==> config.mk <==
export PLATFORM = sky130hd
export DESIGN_NAME = alsu_cmd_driver
export DESIGN_NICKNAME = d
export VERILOG_FILES = /design/src/rtl/alsu_cmd_driver.sv
export SDC_FILE = /design/constraint.sdc
export NUM_CORES = 1
export LEC_CHECK = 0
export ABC_AREA = 1
export CAP_MARGIN = 20
export CORE_MARGIN = 2
export CORE_UTILIZATION = 54
export DETAILED_ROUTE_END_ITERATION = 8
export MAX_ROUTING_LAYER = met4
export PLACE_DENSITY = 0.88
export SYNTH_ARGS = -nofsm -noshare
export SYNTH_HDL_FRONTEND = slang
export SYNTH_SLANG_ARGS = --single-unit
==> constraint.sdc <==
create_clock -name clk -period 2.3 [get_ports clk]
set_input_delay 0.575 -clock clk [delete_from_list [all_inputs] [get_ports clk]]
set_output_delay 0.575 -clock clk [all_outputs]
set_load 0.01 [all_outputs]
==> src/rtl/alsu_cmd_driver.sv <==
// Drives packed ALSU commands onto the ALSU pins and returns each result,
// tagged and in issue order, through a first-word fall-through response FIFO.
module alsu_cmd_driver #(
  parameter int LATENCY   = 2,
  parameter int RSP_DEPTH = 4,
  parameter int TAG_W     = 4
) (
  input  logic             clk,
  input  logic             rst,
  input  logic             cmd_valid,
  output logic             cmd_ready,
  input  logic [21:0]      cmd_data,
  output logic [5:0]       A,
  output logic [5:0]       B,
  output logic [2:0]       opcode,
  output logic             cin,
  output logic             serial_in,
  output logic             direction,
  output logic             red_op_A,
  output logic             red_op_B,
  output logic             bypass_A,
  output logic             bypass_B,
  input  logic [5:0]       alsu_out,
  input  logic [15:0]      alsu_leds,
  output logic             rsp_valid,
  input  logic             rsp_ready,
  output logic [5:0]       rsp_out,
  output logic [15:0]      rsp_leds,
  output logic             rsp_invalid,
  output logic [TAG_W-1:0] rsp_tag
);

  localparam int PTR_W = (RSP_DEPTH > 1) ? $clog2(RSP_DEPTH) : 1;
  localparam int CNT_W = $clog2(RSP_DEPTH + 1);
  localparam logic [CNT_W:0] OCC_LIMIT = (CNT_W+1)'(RSP_DEPTH);

  // Both streams: a word transfers on a rising edge where valid && ready;
  // valid never depends on ready, and data is held stable while valid is high.
  logic       accept;
  logic       capture;
  logic       pop;
  logic [2:0] cmd_op;
  logic       cmd_inv;

  logic [TAG_W-1:0] tag_cnt;
  logic             sr_valid [LATENCY];
  logic [TAG_W-1:0] sr_tag   [LATENCY];
  logic             sr_inv   [LATENCY];

  logic [CNT_W-1:0] inflight_cnt;
  logic [CNT_W-1:0] fifo_cnt;
  logic [CNT_W:0]   occupancy;
  logic [PTR_W-1:0] wr_ptr;
  logic [PTR_W-1:0] rd_ptr;

  logic [5:0]       mem_out  [RSP_DEPTH];
  logic [15:0]      mem_leds [RSP_DEPTH];
  logic             mem_inv  [RSP_DEPTH];
  logic [TAG_W-1:0] mem_tag  [RSP_DEPTH];

  assign cmd_op  = cmd_data[9:7];
  assign cmd_inv = ((cmd_data[3] | cmd_data[2]) & (cmd_op[1] | cmd_op[2]))
                 | (cmd_op[1] & cmd_op[2]);

  // Credits cover in-flight and stored results, so a capture always finds room.
  assign occupancy = {1'b0, inflight_cnt} + {1'b0, fifo_cnt};
  assign cmd_ready = !rst && (occupancy < OCC_LIMIT);
  assign accept    = cmd_valid && cmd_ready;
  assign capture   = sr_valid[LATENCY-1];
  assign rsp_valid = (fifo_cnt != '0);
  assign pop       = rsp_valid && rsp_ready;

  always_ff @(posedge clk or posedge rst) begin
    if (rst) begin
      A         <= '0;
      B         <= '0;
      opcode    <= '0;
      cin       <= 1'b0;
      serial_in <= 1'b0;
      direction <= 1'b0;
      red_op_A  <= 1'b0;
      red_op_B  <= 1'b0;
      bypass_A  <= 1'b0;
      bypass_B  <= 1'b0;
      tag_cnt   <= '0;
    end else if (accept) begin
      A         <= cmd_data[21:16];
      B         <= cmd_data[15:10];
      opcode    <= cmd_op;
      cin       <= cmd_data[6];
      serial_in <= cmd_data[5];
      direction <= cmd_data[4];
      red_op_A  <= cmd_data[3];
      red_op_B  <= cmd_data[2];
      bypass_A  <= cmd_data[1];
      bypass_B  <= cmd_data[0];
      tag_cnt   <= tag_cnt + TAG_W'(1);
    end
  end

  // Stage 0 is loaded on the same edge as the pins; the last stage marks the
  // edge at which that command's result is sampled from the ALSU.
  always_ff @(posedge clk or posedge rst) begin
    if (rst) begin
      for (int i = 0; i < LATENCY; i++) begin
        sr_valid[i] <= 1'b0;
        sr_tag[i]   <= '0;
        sr_inv[i]   <= 1'b0;
      end
    end else begin
      sr_valid[0] <= accept;
      sr_tag[0]   <= tag_cnt;
      sr_inv[0]   <= cmd_inv;
      for (int i = 1; i < LATENCY; i++) begin
        sr_valid[i] <= sr_valid[i-1];
        sr_tag[i]   <= sr_tag[i-1];
        sr_inv[i]   <= sr_inv[i-1];
      end
    end
  end

  always_ff @(posedge clk or posedge rst) begin
    if (rst) begin
      inflight_cnt <= '0;
      fifo_cnt     <= '0;
      wr_ptr       <= '0;
      rd_ptr       <= '0;
    end else begin
      inflight_cnt <= inflight_cnt + CNT_W'(accept) - CNT_W'(capture);
      fifo_cnt     <= fifo_cnt + CNT_W'(capture) - CNT_W'(pop);
      if (capture) wr_ptr <= wr_ptr + PTR_W'(1);
      if (pop)     rd_ptr <= rd_ptr + PTR_W'(1);
    end
  end

  // Pointers wrap naturally because RSP_DEPTH is a power of two.
  always_ff @(posedge clk) begin
    if (capture) begin
      mem_out[wr_ptr]  <= alsu_out;
      mem_leds[wr_ptr] <= alsu_leds;
      mem_inv[wr_ptr]  <= sr_inv[LATENCY-1];
      mem_tag[wr_ptr]  <= sr_tag[LATENCY-1];
    end
  end

  assign rsp_out     = rsp_valid ? mem_out[rd_ptr]  : '0;
  assign rsp_leds    = rsp_valid ? mem_leds[rd_ptr] : '0;
  assign rsp_invalid = rsp_valid ? mem_inv[rd_ptr]  : 1'b0;
  assign rsp_tag     = rsp_valid ? mem_tag[rd_ptr]  : '0;

endmodule

==> impl_metrics.yaml <==
synthesis:
  synth_cells: 572
  ys_seq_area_frac: 0.674
  yosysUniqueCellTypes: 27
  synth-seq-cells: 156
  netlist_area_um2: 6590
  syn_nets: 633
  syn_avg_cell_area_um2: 11.5
  yosys_warnings: 0
timing:
  fin_ws_ns: -0.132
  rsz0062_at_grt: "true"
  period_minus_slack_ns: 2.43
  timing.final.hold_violations: 0
  slew_violations: 0
  fmax_mhz: 411
  timing.final.crit_share: 1.06
  slew_headroom: 0.716
  tightest_slew_ns: 0.427
  fin_skew_ns: 0.0116
  setup-violations-final: 20
critical_path:
  path_delay_family: "buffers and inverters"
  crit_slowest_cell: "dfrtp_4"
  cpPeakStageDelay_ns: 0.49
  critPathLaunchType: "register"
  cp_cell_sequence: "buf_12, buf_12, buf_12, o211ai_1, a21oi_2, buf_2"
  cp.arrival_ns: 1.86
  critPathMaxFanout: 7
  path_class: "reg2out"
  cp-end-kind: "primary output"
  critPathRequiredTime_ns: 1.73
  crit_buf_inv: 4
  critPathMostFrequentCell: "buf_12"
clock_tree:
  clk_transition_reported_paths_ns: 0.06
  cts_tree: "built"
  clockBufferDepth: 2
  cts-root-buf: "clkbuf_16"
  postCtsHoldBufs: 0
  clock_sinks: 156
  htreeDepth: 4
  insertion_delay_ns: 0.42
  cts_inserted_buffers: 17
detailed_routing:
  drc: 0
  drt-initial-drc-count: 266
  wire_per_inst_um: 16.7
  num_vias: 4434
  dr.pass1.iters: 5
  antenna_left: 0
  wl_um: 14200
  post_drt_via_cell_ratio: 5.22
min_path:
  hold_path_class: "reg2reg"
grt:
  grt_max_degree: 34
  grtUsageTotal: 0.233
  overflow: 0
  grt_pass1_vias: 4644
  grt_pass1_wl_um: 22200
  antenna_found_initial: 0
floorplan:
  fp.coreArea_um2: 12000
  die_x_um: 114
  fp-row-count: 40
  io_pins: 99
  start_util: 0.551
  die-area_um2: 13100
  die_h_um: 114
run_status:
  outcome: "finished, violations left"
  violations: "setup timing"
finish:
  final_common_cell: "nand2_1"
  drive_above_1_share: 0.208
  syn2layout_area_growth_pct: 29.3
  fill_cells: 776
  final_area_um2: 8520
  nNetsFinal: 751
  antenna_cells: 0
  most-common-layout-cells: "137 x nand2_1, 108 x edfxtp_1, 71 x inv_1, 70 x clkdlybuf4s50_1, 46 x dfrtp_1"
power:
  ir_drop_mv: 0.778
  power.leakage_nw: 3.63
  power.density_nw_per_um2: 1290
place:
  post-dp-hpwl_um: 8400
  io_buffers: 98
  place.gp.congestion: 0.778
  dp_slack_ns: -0.169
  dpl_cell_area_um2: 7770
flow_run:
  drv_cap: 0
-- cells in the mapped netlist --
library cell	instances	share of area
nand2_1	146	0.083
o22ai_1	1	0.00095
inv_1	73	0.042
buf_4	5	0.0057
xor2_1	3	0.0040
buf_6	1	0.0017
nor2_8	1	0.0030
dfrtp_1	48	0.18
xnor2_1	5	0.0066
nand3_2	19	0.029
nand4_4	1	0.0032
clkbuf_1	2	0.0011
nand3_1	9	0.0068
o211ai_1	27	0.031
edfxtp_1	108	0.49
ha_1	11	0.021
fa_1	2	0.0061
buf_12	2	0.0061
nand4_1	1	0.00095
nor2_1	55	0.031
buf_2	18	0.014
o21ai_1	1	0.00076
o21ai_0	1	0.00076
a21oi_1	27	0.020
nand2_4	1	0.0017
nor2_4	3	0.0051
inv_2	1	0.00057
-- layer usage --
layer | vias up | global-route usage | wire, um
li1 | 2112 | - | -
met1 | 2147 | 0.263 | 5770
met2 | 156 | 0.395 | 7390
met3 | 19 | 0.0704 | 845
met4 | 0 | 0.0854 | 199
met5 | - | - | 0
-- stage by stage --
| stage | TNS [ns] | instances | hold WS (ns) | utilization | power (mW) |
|---|---|---|---|---|---|
| floorplan | 0 | 572 | 0.331 | - | 6.33 |
| global placement | -0.230 | 806 | 0.333 | 0.649 | 7.96 |
| detailed placement | -0.409 | 806 | 0.335 | 0.649 | 8.19 |
| CTS | -0.599 | 848 | 0.347 | 0.704 | 10.9 |
| global route | -2.29 | 850 | 0.352 | 0.713 | 11.6 |
| finish | -0.910 | 850 | 0.346 | 0.713 | 11.0 |
-- registers in the layout, indices dropped and copies added (netlist names), 4 cells and up --
register  cells
mem_tag      16
tag_cnt       4
A             6
sr_tag        8
B             6
mem_inv       4
mem_out      24
mem_leds     64
-- cell type report --
class | count | area [um^2] | area share
Tap cell | 147 | 184 | 0.0216
Multi-Input combinational cell | 314 | 1820 | 0.214
Sequential cell | 156 | 4450 | 0.522
Clock inverter | 11 | 68.8 | 0.00807
Inverter | 74 | 280 | 0.0329
Timing Repair Buffer | 127 | 1240 | 0.145
Clock buffer | 21 | 480 | 0.0564
-- power by group --
| group | internal, mW | leakage [nW] | switching [mW] |
|---|---|---|---|
| logic | 2.06 | 1.79 | 2.52 |
| clock network | 1.48 | 0.268 | 1.05 |
| registers | 3.58 | 1.57 | 0.328 |
| total | 7.12 | 3.63 | 3.89 |
-- final timing paths --
kind	from	endpoint	slack [ns]	depth (start not counted)
max	rd_ptr[0]	rsp_leds[4]	-0.13	6
min	sr_tag[5]	sr_tag[1]	0.35	0
max reg2reg	fifo_cnt[0]	fifo_cnt[2]	0.11	11
min reg2reg	sr_tag[5]	sr_tag[1]	0.35	0
max in group asynchronous	rst	rd_ptr[0]	1.27	3
min in group asynchronous	rst	red_op_A	0.54	2
-- logic make-up after synthesis --
| group | share of synthesized area |
|---|---|
| buf+inv | 0.0704 |
| xor+xnor | 0.0106 |
| compound gates | 0.0537 |
| flops | 0.674 |
| fa+ha+maj | 0.0270 |
| simple gates | 0.164 |
-- what timing repair did --
| action | CTS | global route |
|---|---|---|
| buffers inserted | 7 | 1 |
| endpoints found under the setup margin | 28 | 29 |
| pin swaps | 31 | 15 |
| cloned | 3 | 1 |
| gates resized for setup | 139 | 18 |
Power figures use the tool's default switching activity.
